$ cat config.mk
export PLATFORM = sky130hd
export DESIGN_NAME = sorted_frame_serializer
export DESIGN_NICKNAME = d
export VERILOG_FILES = /design/src/rtl/sorted_frame_serializer.sv
export SDC_FILE = /design/constraint.sdc
export NUM_CORES = 1
export LEC_CHECK = 0
export BUFFER_PORTS_ARGS = -buffer_cell sky130_fd_sc_hd__buf_2
export CAP_MARGIN = 20
export CORE_UTILIZATION = 50
export CTS_CLUSTER_SIZE = 12
export DETAILED_ROUTE_END_ITERATION = 10
export GPL_ROUTABILITY_DRIVEN = 0
export PLACE_DENSITY_LB_ADDON = 0.1
export SYNTH_ARGS = -nofsm -noshare
export SYNTH_HDL_FRONTEND = slang
export SYNTH_SLANG_ARGS = --single-unit
$ cat constraint.sdc
create_clock -name clk -period 2.6 [get_ports clk]
set_input_delay 0.13 -clock clk [delete_from_list [all_inputs] [get_ports clk]]
set_output_delay 0.13 -clock clk [all_outputs]
set_load 0.005 [all_outputs]
$ cat src/rtl/sorted_frame_serializer.sv
// Captures a sorted 4-byte frame on done_in and streams it over valid/ready, tagging the last byte.
// Also flags out-of-order frames, sticky-flags frames dropped while busy, and counts completed frames.
module sorted_frame_serializer #(
  parameter int WIDTH = 8
) (
  input  logic             clk,
  input  logic             reset,
  input  logic             done_in,
  input  logic [WIDTH-1:0] data_in_0,
  input  logic [WIDTH-1:0] data_in_1,
  input  logic [WIDTH-1:0] data_in_2,
  input  logic [WIDTH-1:0] data_in_3,
  output logic             out_valid,
  output logic [WIDTH-1:0] out_data,
  output logic             out_last,
  input  logic             out_ready,
  output logic             busy,
  output logic             order_err,
  output logic             overrun,
  output logic [7:0]       frame_cnt
);

  typedef enum logic {IDLE, SEND} state_t;

  state_t           state, state_nxt;
  logic [WIDTH-1:0] frame_buf [4];
  logic [1:0]       idx, idx_nxt, idx_inc;
  logic             capture, xfer;
  logic             out_valid_nxt, out_last_nxt, busy_nxt, order_err_nxt, overrun_nxt;
  logic [WIDTH-1:0] out_data_nxt;
  logic [7:0]       frame_cnt_nxt;

  assign xfer    = out_valid && out_ready;
  assign idx_inc = idx + 2'd1;

  always_comb begin
    state_nxt     = state;
    idx_nxt       = idx;
    capture       = 1'b0;
    out_valid_nxt = out_valid;
    out_data_nxt  = out_data;
    out_last_nxt  = out_last;
    busy_nxt      = busy;
    order_err_nxt = order_err;
    overrun_nxt   = overrun;
    frame_cnt_nxt = frame_cnt;

    case (state)
      IDLE: begin
        if (done_in) capture = 1'b1;
      end
      SEND: begin
        if (xfer && idx != 2'd3) begin
          idx_nxt      = idx_inc;
          out_data_nxt = frame_buf[idx_inc];
          out_last_nxt = (idx_inc == 2'd3);
        end else if (xfer) begin
          frame_cnt_nxt = frame_cnt + 8'd1;
          if (done_in) begin
            capture = 1'b1;
          end else begin
            state_nxt     = IDLE;
            out_valid_nxt = 1'b0;
            out_last_nxt  = 1'b0;
            busy_nxt      = 1'b0;
          end
        end
        // Only the final-transfer cycle can absorb a new frame; anything earlier is lost.
        if (done_in && !(xfer && idx == 2'd3)) overrun_nxt = 1'b1;
      end
      default: state_nxt = IDLE;
    endcase

    if (capture) begin
      state_nxt     = SEND;
      idx_nxt       = 2'd0;
      out_valid_nxt = 1'b1;
      out_data_nxt  = data_in_0;
      out_last_nxt  = 1'b0;
      busy_nxt      = 1'b1;
      order_err_nxt = (data_in_0 > data_in_1) | (data_in_1 > data_in_2) |
                      (data_in_2 > data_in_3);
    end
  end

  always_ff @(posedge clk) begin
    if (reset) begin
      state     <= IDLE;
      idx       <= 2'd0;
      out_valid <= 1'b0;
      out_data  <= '0;
      out_last  <= 1'b0;
      busy      <= 1'b0;
      order_err <= 1'b0;
      overrun   <= 1'b0;
      frame_cnt <= 8'd0;
      for (int i = 0; i < 4; i++) frame_buf[i] <= '0;
    end else begin
      state     <= state_nxt;
      idx       <= idx_nxt;
      out_valid <= out_valid_nxt;
      out_data  <= out_data_nxt;
      out_last  <= out_last_nxt;
      busy      <= busy_nxt;
      order_err <= order_err_nxt;
      overrun   <= overrun_nxt;
      frame_cnt <= frame_cnt_nxt;
      if (capture) begin
        frame_buf[0] <= data_in_0;
        frame_buf[1] <= data_in_1;
        frame_buf[2] <= data_in_2;
        frame_buf[3] <= data_in_3;
      end
    end
  end

endmodule

* After elaboration in Yosys (flattened, before gate mapping)
Memories as Yosys holds them, arrays and structs flattened.
Cells that the tools add are included.
** Word-level totals
- Flip-flop bits (word level) :: 23
- Memory bits (writable) :: 32
- Input bits :: 36
- Logic and storage cells :: 70
- Memories kept :: 1
** Memory list
- frame_buf :: depth 4, bits a word 8, read ports 1, clocked after Yosys merged registers in 0, wr ports 4, line 26 : logic [WIDTH-1:0] frame_buf [4];
** Cells by class
- Add/sub/neg operators :: 2
- Order comparisons :: 3
- Eq/ne operators :: 6
- Mux-type cells :: 26
- Bitwise operators :: 8
- Reduce and logical (&&, ||, !) cells :: 16
** Operator list (count)
- $mux W8 :: 7
- $gt A8 B8 Y1 :: 3
- $mux W1 :: 18
- $add A8 B1 Y8 const B :: 1
- $reduce_bool A2 Y1 :: 4
- $or A1 B1 Y1 :: 6
- $reduce_and A2 Y1 :: 3
- $reduce_and A3 Y1 :: 2
- $eq A2 B2 Y1 const B :: 2
- $logic_and A1 B1 Y1 :: 4
- $ne A2 B1 Y1 const B :: 2
- $ne A2 B2 Y1 const B :: 2
- $reduce_and A4 Y1 :: 1
- $add A2 B1 Y2 const B :: 1
- $not A1 Y1 :: 2
- $pmux W1 S2 :: 1
- $reduce_or A2 Y1 :: 1
- $logic_not A1 Y1 :: 1

* Logic depth before layout (Yosys ltp)
- Depth in word-level cells :: 8
- Mapped depth :: 7
- Mapped depth without buffers :: 7

* Worst setup path after synthesis
No wires, ideal clock.
- Kind :: register to register
- From :: register idx[1]
- To :: memory frame_buf[0][0] (enable)
- Data arrival time :: 1605 ps
- Required time :: 2224 ps
- Setup slack :: 619 ps
- Stages on the path, launching flop included :: 5
- Buffers on the path :: 0
- Period minus slack after synthesis :: 1981 ps
- Cell sequence :: dfxtp_1 ha_1 nand3_1 a21boi_2 or2_2
** RTL lines
- start: declaration :: line 27 : logic [1:0] idx, idx_nxt, idx_inc;
- start signal: assignment :: line 100 : idx <= idx_nxt;
- end: declaration :: line 26

==> impl_results.md <==
- Synthesized cell area: 2920 µm²
- Row count: 27
- Pin count of the biggest net entering global routing: 36
- Drt wl/cell: between 10 and 15 µm
- Setup Buffers After CTS: 0
- Starting Density: 0.525
- Slew Limit Fails: 0
- Final min period: approximately 1800 ps
- Port-buffer cells: 56
- Critical Path Source: idx[1]
- Clock transition at path regs: approximately 100 ps
- Top area cells in the synthesized netlist: edfxtp_1 33%, dfxtp_1 16%, ha_1 12%, mux4_2 6.2%, nor3_1 4.1%
- Critical path class: flop to flop
- Slowest-stage cell, CP: buf_4
- Critical-path cell list: ha_1, nand3_1, a21boi_2, or2_2, buf_4
- Synth Register Bits: 55
- CTS tree: done
- Worst-path fanout max: 35
- Layout Cell Area excl Fill: between 3000 and 4000 µm²
- Worst-case vdd ir drop: between 0.2 and 0.3 mV
- Post-DP Area: around 3300 µm²
- Pre-Repair DR Iteration Count: 4
- Placeable core area: roughly 5600 µm²
- Status: finished, final reports clean
- Setup violators final: 0
- HP Start: data_in_0[0]
- Post-Route Skew: about 6 ps
- Post-synth top cells: 32 x edfxtp_1, 27 x ha_1, 26 x inv_1, 24 x nor3_1, 23 x dfxtp_1
- 1st-iter DRT viols: about 110
- IO Count: 57
- Final wirelength: 5.97 mm
- Post-synth ARST share: 0
- DP Cell Count: between 300 and 400
- Pwr dens: ~530 nW/µm²
- Max Root-Sink Buffers: 2
- Synth top area share: 0.329
- Arrival time at the worst endpoint: between 1500 and 2000 ps
- CTS buffer count: 5
- Max frequency: between 500 and 600 MHz
- Max-slew headroom: 0.630
- Fin nets: ~390
- Crit path required time: roughly 2600 ps
- Library cells used by synthesis: 40
- Worst-margin pin slew: 553 ps
- Crit end category: flop
- Critical path launch point type: flop
- Skew-Pair Late Insertion Delay: between 300 and 400 ps
- Fin Setup TNS: 0 ps
- Top-count cell post-synth: edfxtp_1
- Via-to-Cell Ratio: ~5.5
- Total number of yosys warnings: 0
- Via Count: approximately 2.2k
- RSZ-0062 raised after global routing: no
- Place WS: around 750 ps
- First-pass GRT wire length: 10.1 mm
- Grt total ovfl: 0
- HPWL after detailed placement: 4.48 mm
- Non-Filler Instances: between 300 and 400
- Post-synth top area cell: edfxtp_1
- Residual DRC: 0
- Clock Sinks: 55
- Leak Pwr: 1.48 nW
- Layout area overhead: 15.7%
- Syn avg cell area: 10.8 µm²
- Final Hold Vio Count: 0
- Mapped Cells: 270
- Syn_nets: roughly 330
- Top_reg_cell synth: edfxtp_1
- Hold_ws: ~140 ps
- Die area: between 6000 and 7000 µm²
- Post-synth EDFFs: 32
- Share of layout cells above drive strength 1: 0.260
- GRT Util Overall: 0.214
- Crit path buf inv count: 1
- Tcrit/Tclk final: 0.711
- Die width: a little under 80 µm
- Hold_buf cts: 0
- Setup slack after layout: approximately 750 ps
- Worst path top cell family by delay: buffers and inverters
- Max incr delay on CP: between 300 and 400 ps
- Vias in the first global route: about 2.1k
- FF-to-FF Start: idx[1]
- Post-synthesis sequential area ratio: 0.486
- Die height: 78.5 µm
- HP Class: primary input to flop
- CTS H-tree depth: 2
- Initial antenna violation count: 0
- Ant. Diodes: 0
- # Max-Cap Violations: 0
- Root buf cell: clkbuf_8
- Post_cts resized: 0
- Routed Antenna Nets: 0
-- final timing paths --
kind	to	slack (ps)	depth (start not counted)
hold / removal	out_data[0]	140	3
setup / recovery	frame_buf[0][5]	750	5
hold reg to reg	out_data[3]	450	2
setup reg to reg	frame_buf[0][5]	750	5
-- cells in the final DEF (no fill, tap or decap), types with 2 or more instances in the layout --
master and n:
a211oi_1 5, a21oi_1 19, a22oi_1 5, and2_1 8
buf_2 56, buf_4 5, clkbuf_8 6, dfxtp_1 23
edfxtp_1 32, ha_1 27, inv_1 26, mux2i_1 4
mux4_2 8, nand2_1 10, nand3_1 5, nand4_1 9
nor2_1 22, nor2b_1 3, nor3_1 24, o211ai_1 3
o21ai_0 3, xnor2_1 2, xor2_1 6
-- per-stage QoR --
stage          utilization  total power, mW
6_report             0.607             1.80
5_1_grt              0.607             1.88
4_1_cts              0.607             1.81
3_5_place_dp         0.587             1.27
3_3_place_gp         0.587             1.26
2_1_floorplan            -             1.17
-- logic make-up after synthesis --
group           share of synthesized area
compound gates                     0.0899
xor+xnor                           0.0240
fa+ha+maj                           0.116
buf+inv                            0.0548
flops                               0.486
mux                                0.0753
simple gates                        0.154
-- routing by layer --
layer	track usage	up-vias	wire length [µm]
met5	0	-	0
met4	0.0648	0	71
met3	0.0407	6	249
met2	0.334	62	2750
met1	0.301	1042	2900
li1	-	1086	-
-- tightest hold or removal path: stages --
cell	delay (ps)
buf_2	90
a22oi_1	80
a21oi_1	110
-- final cells by class --
type | count | area, µm²
clock buffer | 7 | 108
inverter | 26 | 97.6
multi-input combinational | 177 | 1340
timing repair buffer | 61 | 318
clock inverter | 1 | 5.00
fill | 492 | 2190
tap | 72 | 90.1
sequential | 55 | 1420
-- power by group --
part | switching, mW | leakage (nW) | internal, mW | total (mW)
logic | 0.142 | 0.886 | 0.111 | 0.252
clock network | 0.276 | 0.0594 | 0.273 | 0.549
registers | 0.0201 | 0.533 | 0.976 | 0.996
-- sequential cells by signal, indices dropped and copies added, names as in the netlist --
name,cells
frame_buf,32
frame_cnt,8
out_data,8
idx,2
busy,1
order_err,1
out_last,1
overrun,1
state,1
(Power assumes the default switching activity.)
